<file path="src/rtl/ec_pkg.sv">
// Shared evolutionary-core constants: population geometry, LFSR definition
// and the selection FSM state encoding.
package ec_pkg;

    localparam int unsigned DefPopSize  = 50;
    localparam int unsigned DefFitWidth = 10;
    localparam int unsigned DefIdxWidth = 6;
    localparam int unsigned DefTourSize = 2;

    localparam int unsigned LfsrWidth = 16;
    // Taps 16,14,13,11 expressed as a mask over state bits 15,13,12,10.
    localparam logic [LfsrWidth-1:0] LfsrTaps = 16'hB400;
    localparam logic [LfsrWidth-1:0] LfsrSeed = 16'hACE1;

    typedef enum logic [1:0] {
        StCollect = 2'd0,
        StSelect  = 2'd1,
        StFinish  = 2'd2
    } sel_state_e;

endpackage

</file>
<file path="src/rtl/tournament_select_if.sv">
// Fitness-capture and parent-handshake bundle between the evaluation stage,
// the tournament selector and the crossover stage.
interface tournament_select_if
    import ec_pkg::*;
#(
    parameter int unsigned FIT_WIDTH = DefFitWidth,
    parameter int unsigned IDX_WIDTH = DefIdxWidth
);
    logic                 fit_valid_i;
    logic [FIT_WIDTH-1:0] fit_i;
    logic [IDX_WIDTH-1:0] fit_idx_i;
    logic                 fit_done_i;
    logic                 parent_valid_o;
    logic                 parent_ready_i;
    logic [IDX_WIDTH-1:0] parent_idx_o;
    logic [IDX_WIDTH-1:0] best_idx_o;
    logic [FIT_WIDTH-1:0] best_fit_o;
    logic                 sel_done_o;
    logic                 busy_o;
    logic                 overrun_o;

    modport master (
        output fit_valid_i, fit_i, fit_idx_i, fit_done_i, parent_ready_i,
        input  parent_valid_o, parent_idx_o, best_idx_o, best_fit_o,
        input  sel_done_o, busy_o, overrun_o
    );

    modport slave (
        input  fit_valid_i, fit_i, fit_idx_i, fit_done_i, parent_ready_i,
        output parent_valid_o, parent_idx_o, best_idx_o, best_fit_o,
        output sel_done_o, busy_o, overrun_o
    );
endinterface

</file>
<file path="src/rtl/lfsr16.sv">
// 16-bit Fibonacci LFSR, shifting left with feedback into bit 0; holds while en is low.
module lfsr16
    import ec_pkg::*;
#(
    parameter logic [LfsrWidth-1:0] SEED = LfsrSeed
) (
    input  logic                 clk_i,
    input  logic                 rst_n,
    input  logic                 en,
    output logic [LfsrWidth-1:0] state
);
    logic [LfsrWidth-1:0] state_q;

    always_ff @(posedge clk_i or negedge rst_n) begin
        if (!rst_n) begin
            state_q <= SEED;
        end else if (en) begin
            state_q <= {state_q[LfsrWidth-2:0], ^(state_q & LfsrTaps)};
        end
    end

    assign state = state_q;
endmodule

</file>
<file path="src/rtl/tournament_select.sv">
// Captures per-individual energies, tracks the generation best, then issues
// POP_SIZE LFSR-driven tournament winners over a valid/ready handshake.
module tournament_select
    import ec_pkg::*;
#(
    parameter int unsigned          POP_SIZE  = DefPopSize,
    parameter int unsigned          FIT_WIDTH = DefFitWidth,
    parameter int unsigned          IDX_WIDTH = DefIdxWidth,
    parameter int unsigned          TOUR_SIZE = DefTourSize,
    parameter logic [LfsrWidth-1:0] LFSR_SEED = LfsrSeed
) (
    input logic                clk_i,
    input logic                rst_n,
    tournament_select_if.slave bus
);
    localparam int unsigned ParW  = $clog2(POP_SIZE + 1);
    localparam int unsigned DrawW = $clog2(TOUR_SIZE + 1);
    localparam logic [IDX_WIDTH:0] PopLim = (IDX_WIDTH + 1)'(POP_SIZE);

    sel_state_e state_q, state_d;
    logic [FIT_WIDTH-1:0] fit_rf [POP_SIZE];
    logic                 rf_we;
    logic [LfsrWidth-1:0] lfsr;
    logic                 lfsr_en;
    logic [IDX_WIDTH-1:0] cand;
    logic [FIT_WIDTH-1:0] cand_fit;
    logic                 cand_ok, fit_in_range;
    logic [DrawW-1:0]     draw_q, draw_d;
    logic [ParW-1:0]      par_q, par_d;
    logic [IDX_WIDTH-1:0] win_idx_q, win_idx_d, pidx_q, pidx_d, best_idx_q, best_idx_d;
    logic [FIT_WIDTH-1:0] win_fit_q, win_fit_d, best_fit_q, best_fit_d;
    logic                 pv_q, pv_d, overrun_q, overrun_d;
    logic                 unused_lfsr;

    // The LFSR only freezes while a parent is offered and not yet taken.
    assign lfsr_en = (state_q == StSelect) && !(pv_q && !bus.parent_ready_i);

    lfsr16 #(.SEED(LFSR_SEED)) u_lfsr (
        .clk_i (clk_i),
        .rst_n (rst_n),
        .en    (lfsr_en),
        .state (lfsr)
    );

    assign cand         = lfsr[IDX_WIDTH-1:0];
    assign unused_lfsr  = ^lfsr[LfsrWidth-1:IDX_WIDTH];
    assign cand_ok      = {1'b0, cand} < PopLim;
    assign cand_fit     = fit_rf[cand];
    assign fit_in_range = {1'b0, bus.fit_idx_i} < PopLim;

    always_comb begin
        state_d    = state_q;
        draw_d     = draw_q;
        par_d      = par_q;
        win_idx_d  = win_idx_q;
        win_fit_d  = win_fit_q;
        pv_d       = pv_q;
        pidx_d     = pidx_q;
        best_idx_d = best_idx_q;
        best_fit_d = best_fit_q;
        overrun_d  = overrun_q;
        rf_we      = 1'b0;
        unique case (state_q)
            StCollect: begin
                if (bus.fit_valid_i && fit_in_range) begin
                    rf_we = 1'b1;
                    if (bus.fit_i < best_fit_q) begin
                        best_fit_d = bus.fit_i;
                        best_idx_d = bus.fit_idx_i;
                    end
                end
                if (bus.fit_done_i) state_d = StSelect;
            end
            StSelect: begin
                if (bus.fit_valid_i) overrun_d = 1'b1;
                if (pv_q) begin
                    if (bus.parent_ready_i) begin
                        pv_d = 1'b0;
                        if (par_q == ParW'(POP_SIZE - 1)) begin
                            par_d   = '0;
                            state_d = StFinish;
                        end else begin
                            par_d = par_q + 1'b1;
                        end
                    end
                end else if (cand_ok) begin
                    // Strict compare: on a tie the earlier draw keeps the win.
                    if (draw_q == '0 || cand_fit < win_fit_q) begin
                        win_idx_d = cand;
                        win_fit_d = cand_fit;
                    end
                    if (draw_q == DrawW'(TOUR_SIZE - 1)) begin
                        draw_d = '0;
                        pv_d   = 1'b1;
                        pidx_d = win_idx_d;
                    end else begin
                        draw_d = draw_q + 1'b1;
                    end
                end
            end
            StFinish: begin
                if (bus.fit_valid_i) overrun_d = 1'b1;
                best_fit_d = '1;
                best_idx_d = '0;
                state_d    = StCollect;
            end
            default: state_d = StCollect;
        endcase
    end

    always_ff @(posedge clk_i) begin
        if (rf_we) fit_rf[bus.fit_idx_i] <= bus.fit_i;
    end

    always_ff @(posedge clk_i or negedge rst_n) begin
        if (!rst_n) begin
            state_q    <= StCollect;
            draw_q     <= '0;
            par_q      <= '0;
            win_idx_q  <= '0;
            win_fit_q  <= '0;
            pv_q       <= 1'b0;
            pidx_q     <= '0;
            best_idx_q <= '0;
            best_fit_q <= '1;
            overrun_q  <= 1'b0;
        end else begin
            state_q    <= state_d;
            draw_q     <= draw_d;
            par_q      <= par_d;
            win_idx_q  <= win_idx_d;
            win_fit_q  <= win_fit_d;
            pv_q       <= pv_d;
            pidx_q     <= pidx_d;
            best_idx_q <= best_idx_d;
            best_fit_q <= best_fit_d;
            overrun_q  <= overrun_d;
        end
    end

    assign bus.parent_valid_o = pv_q;
    assign bus.parent_idx_o   = pidx_q;
    assign bus.best_idx_o     = best_idx_q;
    assign bus.best_fit_o     = best_fit_q;
    assign bus.sel_done_o     = (state_q == StFinish);
    assign bus.busy_o         = (state_q != StCollect);
    assign bus.overrun_o      = overrun_q;
endmodule

</file>
<file path="src/flat_wrapper.sv">
// flat-port wrapper written by rule: the top's interface ports become plain ports
module tournament_select_flat import ec_pkg::*;
#(
    parameter int unsigned          POP_SIZE  = DefPopSize,
    parameter int unsigned          FIT_WIDTH = DefFitWidth,
    parameter int unsigned          IDX_WIDTH = DefIdxWidth,
    parameter int unsigned          TOUR_SIZE = DefTourSize,
    parameter logic [LfsrWidth-1:0] LFSR_SEED = LfsrSeed
)
  (clk_i, rst_n, bus_fit_valid_i, bus_fit_i, bus_fit_idx_i, bus_fit_done_i, bus_parent_ready_i, bus_parent_valid_o, bus_parent_idx_o, bus_best_idx_o, bus_best_fit_o, bus_sel_done_o, bus_busy_o, bus_overrun_o);
  tournament_select_if #(.FIT_WIDTH(FIT_WIDTH), .IDX_WIDTH(IDX_WIDTH)) bus_i ();
  input logic clk_i;
  input logic rst_n;
  input wire logic [$bits(bus_i.fit_valid_i)-1:0] bus_fit_valid_i;
  input wire logic [$bits(bus_i.fit_i)-1:0] bus_fit_i;
  input wire logic [$bits(bus_i.fit_idx_i)-1:0] bus_fit_idx_i;
  input wire logic [$bits(bus_i.fit_done_i)-1:0] bus_fit_done_i;
  input wire logic [$bits(bus_i.parent_ready_i)-1:0] bus_parent_ready_i;
  output wire logic [$bits(bus_i.parent_valid_o)-1:0] bus_parent_valid_o;
  output wire logic [$bits(bus_i.parent_idx_o)-1:0] bus_parent_idx_o;
  output wire logic [$bits(bus_i.best_idx_o)-1:0] bus_best_idx_o;
  output wire logic [$bits(bus_i.best_fit_o)-1:0] bus_best_fit_o;
  output wire logic [$bits(bus_i.sel_done_o)-1:0] bus_sel_done_o;
  output wire logic [$bits(bus_i.busy_o)-1:0] bus_busy_o;
  output wire logic [$bits(bus_i.overrun_o)-1:0] bus_overrun_o;
  assign bus_i.fit_valid_i = bus_fit_valid_i;
  assign bus_i.fit_i = bus_fit_i;
  assign bus_i.fit_idx_i = bus_fit_idx_i;
  assign bus_i.fit_done_i = bus_fit_done_i;
  assign bus_i.parent_ready_i = bus_parent_ready_i;
  assign bus_parent_valid_o = bus_i.parent_valid_o;
  assign bus_parent_idx_o = bus_i.parent_idx_o;
  assign bus_best_idx_o = bus_i.best_idx_o;
  assign bus_best_fit_o = bus_i.best_fit_o;
  assign bus_sel_done_o = bus_i.sel_done_o;
  assign bus_busy_o = bus_i.busy_o;
  assign bus_overrun_o = bus_i.overrun_o;
  tournament_select #(.POP_SIZE(POP_SIZE), .FIT_WIDTH(FIT_WIDTH), .IDX_WIDTH(IDX_WIDTH), .TOUR_SIZE(TOUR_SIZE), .LFSR_SEED(LFSR_SEED)) u_core (.clk_i(clk_i), .rst_n(rst_n), .bus(bus_i));
endmodule
</file>
<file path="config.mk">
export PLATFORM = sky130hd
export DESIGN_NAME = tournament_select_flat
export DESIGN_NICKNAME = d
export VERILOG_FILES = /design/src/rtl/ec_pkg.sv /design/src/rtl/tournament_select_if.sv /design/src/rtl/lfsr16.sv /design/src/rtl/tournament_select.sv /design/src/flat_wrapper.sv
export SDC_FILE = /design/constraint.sdc
export NUM_CORES = 1
export LEC_CHECK = 0
export CAP_MARGIN = 20
export CORE_MARGIN = 4
export CORE_UTILIZATION = 55
export CTS_BUF_LIST = sky130_fd_sc_hd__clkbuf_8 sky130_fd_sc_hd__clkbuf_16
export DETAILED_ROUTE_END_ITERATION = 12
export GPL_TIMING_DRIVEN = 0
export PLACE_DENSITY_LB_ADDON = 0.25
export SLEW_MARGIN = 10
export SYNTH_ARGS = -nofsm -noshare
export SYNTH_HDL_FRONTEND = slang
export SYNTH_SLANG_ARGS = --single-unit
</file>
<file path="constraint.sdc">
create_clock -name clk_i -period 9.3 [get_ports clk_i]
set_input_delay 0.93 -clock clk_i [delete_from_list [all_inputs] [get_ports clk_i]]
set_output_delay 0.93 -clock clk_i [all_outputs]
set_load 0.1 [all_outputs]
</file>
Word level (Yosys, flattened, before mapping):

Memories as Yosys holds them, arrays and structs flattened.
Cells that the tools add are included.
W data, S select, Z words.

* add/sub/neg operators: 2
* shift operators: 0
* order comparisons: 4
* reduce and logical (&&, ||, !) cells: 19
* mux-type cells: 22
* divide/modulo/power cells: 0
* multiply operators: 0
* bitwise operators: 1
* equality and inequality tests: 10

Operators with widths (count)
* $mux W6: 4
* $lt A10 B10 Y1: 2
* $mux W10: 2
* $pmux W10 S2: 1
* $reduce_xor A16 Y1: 1
* $lt A6 B6 Y1 const B: 2
* $pmux W6 S2: 1
* $reduce_and A4 Y1: 3
* $mux W2: 5
* $reduce_and A3 Y1: 3
* $mux W1: 8
* $add A6 B1 Y6 const B: 1
* $eq A6 B6 Y1 const B: 1
* $ne A2 B1 Y1 const B: 3
* $ne A2 B2 Y1 const B: 3
* $eq A2 B1 Y1 const B: 2
* $logic_not A2 Y1: 2
* $pmux W2 S2: 1
* $reduce_bool A2 Y1: 2
* $logic_and A1 B1 Y1: 3
* $add A2 B1 Y2 const B: 1
* $eq A2 B2 Y1 const B: 1
* $logic_not A1 Y1: 2
* $reduce_and A2 Y1: 1
* other kinds (3): 3

* logic and storage cells: 70
* bits of input ports: 21
* memory bits (writable): 500
* flip-flop bits (word level): 66
* bits in latches: 0
* bits in read-only memories: 0
* memories kept: 1
* output and inout port bits: 26

Memories
* u_core.fit_rf: words 50, width 10, read ports 1, clocked after Yosys merged registers in 0, wr ports 1, RTL line tournament_select.sv:21 `logic [FIT_WIDTH-1:0] fit_rf [POP_SIZE];`

Longest topological paths before layout:

* word-level depth: 6
* depth in mapped cells: 21

Hierarchy:

From an unflattened synthesis, not the netlist that was laid out.

* cells, all modules: 1189
* area, all modules: 22954.5 µm²

Modules (own cells, without submodules)
* tournament_select: cells each 1151, area an instance 22278.9 µm², times used 1, seq. area each 16278.1 µm²
* lfsr16: cells each 38, area an instance 675.6 µm², times used 1, seq. area each 410.4 µm²

Worst setup path before layout:

Ideal clock, no wire load.

* path kind: register to register
* start point: reg u_core.u_lfsr.state_q[0], in the netlist u_core.u_lfsr.state[0]
* end point: reg u_core.win_fit_q[0]
* clock period less this slack: 4.531 ns
* cell stages (with the launch flop): 21
* path slack: 4.769 ns
* arrival time: 4.406 ns
* data required time: 9.175 ns
* setup time: 0.125 ns
* cell sequence: dfstp_2 buf_6 buf_12 buf_4 buf_2 buf_2 mux4_2 o22ai_1 a211oi_1 o21ai_0 a21oi_1 ha_1 a21o_1 a21o_1 a211oi_1 o21ai_0 a21oi_1 o211ai_4 a21boi_4 buf_12 mux2_4

* word-level cells in the longest chain between the ends: 4

Ends and longest elaborated chain
* from (decl): RTL line lfsr16.sv:12 `logic [LfsrWidth-1:0] state_q;`
* from (signal assigned): RTL line lfsr16.sv:18 `state_q <= {state_q[LfsrWidth-2:0], ^(state_q & LfsrTaps)};`
* $mem_v2 Z50 W10
* via u_core.cand_fit[3]: RTL line tournament_select.sv:26 `logic [FIT_WIDTH-1:0] cand_fit;`
* $lt A10 B10 Y1: RTL line tournament_select.sv:88 `if (draw_q == '0 || cand_fit < win_fit_q) begin`
* $logic_or A1 B1 Y1: RTL line tournament_select.sv:88
* $reduce_and A4 Y1 (no source line)
* to (signal assigned): RTL line tournament_select.sv:132 `win_fit_q <= win_fit_d;`
* to (decl): RTL line tournament_select.sv:31 `logic [FIT_WIDTH-1:0] win_fit_q, win_fit_d, best_fit_q, best_fit_d;`

The timed path passes the listed nets, and every way through them passes these cells.
A chain may end at the register's enable or synchronous reset.

Worst setup path in the final report:

* start point: reg u_core.u_lfsr.state_q[0], in the netlist u_core.u_lfsr.state[0]
* end point: reg u_core.win_fit_q[1]

Same word-level chain as after synthesis.

==> results.ini <==
[routing]
vias=12142
avgRoutedWirePerCell_microns=27.3
postRouteAntennaNets=0
vias_per_cell=6.32
drc_errors=0
first_pass_iters=5
first_iter_violations=1439
wirelength_microns=52500

[grt]
grt_pass1_vias=12238
antenna_found_initial=1
grt_overflow_total=0
grt_max_degree=53
track_usage_pct=23.8
grt_pass1_wl_microns=78400

[cts]
cts_made_buffers=55
hold_buffers=0
cts-htree-levels=2
cts.sinks=566
clkLatencyLatePin_ns=0.61
clkTransAtPathRegs_ns=0.06
clock-root-buffer=clkbuf_16
cts_tree=yes
cts_max_path_buffers=3
post_cts_resized=0
cts_setup_buffers=0

[worst_setup_path]
start_kind=register
cp-end-kind=register
r2r_end=u_core.win_fit_q[1]$_DFFE_PN0P_
reg2regPathDepth=20
arrival_ns=6.66
crit_chain=buf_6 > buf_12 > buf_4 > buf_2 > buf_2 > mux2i_1 > o221ai_1 > o22ai_1 > a211oi_1 > o21ai_0 > a21oi_1 > ha_1 > a21o_1 > a211oi_1 > o21ai_0 > a21oi_1 > o211ai_4 > a21boi_4 > buf_12 > mux2_4
max_stage_delay_ns=0.55
critical_path_required_ns=9.78
path_class=reg2reg
cpMaxStageDelayCell=dfstp_2
cp_max_fo=10
regToRegSetupSlack_ns=3.12
r2r_start=u_core.u_lfsr.state[0]$_DFFE_PN1P_

[sta]
setup_tns_ns=0
fin_hold_ws_ns=0.235
fin_skew_ns=0.0138
period_share_pct=66.5
finalMaxSlewViolations=0
fmax_mhz=162
tightest_slew_ns=1.09
relSlewSlack_pct=27.2
setup_ws_ns=3.12
setup_viol=0
grt_setup_unrepaired=false
finalCriticalPeriod_ns=6.18
final-hold-violation-count=0

[synthesis]
ys_seq_area_share_pct=73.3
synth_edf_count=500
syn_area_per_cell_sq_um=18.5
syn_area_sq_um=22800
ys.flop_type=edfxtp_1
yosysWarnings=0
ys_types=58
synth_cells=1231
async_reset_ff_share_pct=11.7
ys_seq_elements=566
synth.net_count=1275

[final_layout]
utilization_pct=63.4
mostFrequentLayoutCell=edfxtp_1
final_nets=1389
stdcell_count=1920
antenna_cells=0
final_cell_mix=edfxtp_1 (500), mux4_2 (86), mux2i_1 (83)
multi_input_area_sq_um=5670
drive_gt1_share_pct=19.7
nFillCells=2820
syn_to_final_growth_pct=13.7
regArea_sq_um=16700

[pwr]
vdd_drop_max_uv=210
p_leak_nw=8.41
power_density_nw_per_um2=230

[floorplan]
die_area_sq_um=44700
initial_core_util_pct=55.8
core.rowCount=74
ioPinCount=47
die_w_microns=211
die_height_microns=211
core_sq_um=40800

[placement]
preCtsSetupSlack_ns=3.37
dp_hpwl_microns=34300
placed_cells=1816
routabilityCongestion=0.923
place.port_buffers=43

[min_path]
hold_path.class=in2async

[run]
drv_cap=0

[run_status]
outcome=complete, no violations

where the power goes:
part / switching (mW) / total, mW / leakage, nW / internal [mW]
logic: 0.529 / 0.792 / 2.17 / 0.263
registers: 0.0582 / 2.92 / 5.29 / 2.86
clock network: 0.928 / 2.24 / 0.957 / 1.31
Yosys cell counts, types with 2 or more instances:
cell type	instances	share of area [%]
a2111oi_0	2	0.077
a211oi_1	20	0.66
a21o_1	9	0.30
a21oi_1	23	0.51
buf_1	6	0.099
buf_12	2	0.18
buf_2	18	0.40
buf_4	4	0.13
clkbuf_1	30	0.49
dfrtp_1	48	5.3
dfstp_2	18	2.1
edfxtp_1	500	66
ha_1	23	1.3
inv_1	26	0.43
mux2_2	29	1.4
mux2_4	10	0.66
mux2i_1	83	3.6
mux4_1	3	0.35
mux4_2	86	8.5
nand2_1	34	0.56
nand2b_1	13	0.36
nand3_1	8	0.18
nand3b_1	11	0.36
nand4_1	5	0.14
nor2_1	62	1.0
nor2b_1	4	0.11
nor3_1	2	0.044
o21ai_0	43	0.95
o221ai_1	36	1.4
o22a_1	10	0.38
o22ai_1	31	0.85
o31ai_1	2	0.066
or2_2	2	0.055
xnor2_1	4	0.15
critical path: cells and delay by family (launching register included):
family,cells,cell delay [ns]
buf+inv,6,1.57
flops,1,0.55
compound gates,11,3.16
mux,2,0.43
fa+ha+maj,1,0.31
per-layer routing:
layer / track usage (%) / vias up / part of all wire (%)
met3: 5.25 / 111 / 9.1
met2: 37.4 / 613 / 48
met4: 7.55 / 2 / 3.0
met1: 33.8 / 6200 / 39
met5: 0 / - / 0.030
li1: - / 5216 / -
final cells by class:
class / instances / area share, %
Multi-Input combinational cell: 576 / 21.9
Buffer: 62 / 1.20
Inverter: 27 / 0.392
Clock buffer: 59 / 5.62
Clock inverter: 41 / 1.41
Tap cell: 532 / 2.57
Timing Repair Buffer: 57 / 2.44
Sequential cell: 566 / 64.5
registers in the layout (all words and copies together) (netlist names), 2 cells and up:
signal,flops
u_core.bus.best_fit_o,10
u_core.win_idx_q,6
u_core.par_q,6
u_core.u_lfsr.state,16
u_core.fit_rf,500
u_core.bus.best_idx_o,6
u_core.win_fit_q,10
u_core.draw_q,2
u_core.state_q,2
u_core.bus.parent_idx_o,6
cell families after synthesis:
family          synth area share (%)
flops                           73.3
mux                             14.6
compound gates                  5.72
simple gates                    3.12
buf+inv                         1.81
fa+ha+maj                       1.26
xor+xnor                       0.192
worst max path at each step:
stage	startpoint	to	slack (ns)	cells after the start
floorplan	u_core.u_lfsr.state[0]$_DFFE_PN1P_	u_core.win_fit_q[0]$_DFFE_PN0P_	4.77	20
global placement	u_core.u_lfsr.state[0]$_DFFE_PN1P_	u_core.win_fit_q[1]$_DFFE_PN0P_	3.37	20
detailed placement	u_core.u_lfsr.state[0]$_DFFE_PN1P_	u_core.win_fit_q[2]$_DFFE_PN0P_	3.37	20
CTS	u_core.u_lfsr.state[0]$_DFFE_PN1P_	u_core.win_fit_q[0]$_DFFE_PN0P_	3.34	20
global route	u_core.u_lfsr.state[0]$_DFFE_PN1P_	u_core.win_fit_q[8]$_DFFE_PN0P_	2.98	20
finish	u_core.u_lfsr.state[0]$_DFFE_PN1P_	u_core.win_fit_q[1]$_DFFE_PN0P_	3.12	20
per-stage QoR:
step,total power [mW],instance area (sq um)
after global routing,6.15,25900
after global placement,3.74,23900
after CTS,5.98,25900
final,5.95,25900
after floorplan,3.54,22800
after detailed placement,3.76,24000
Power figures use the tool's default switching activity.
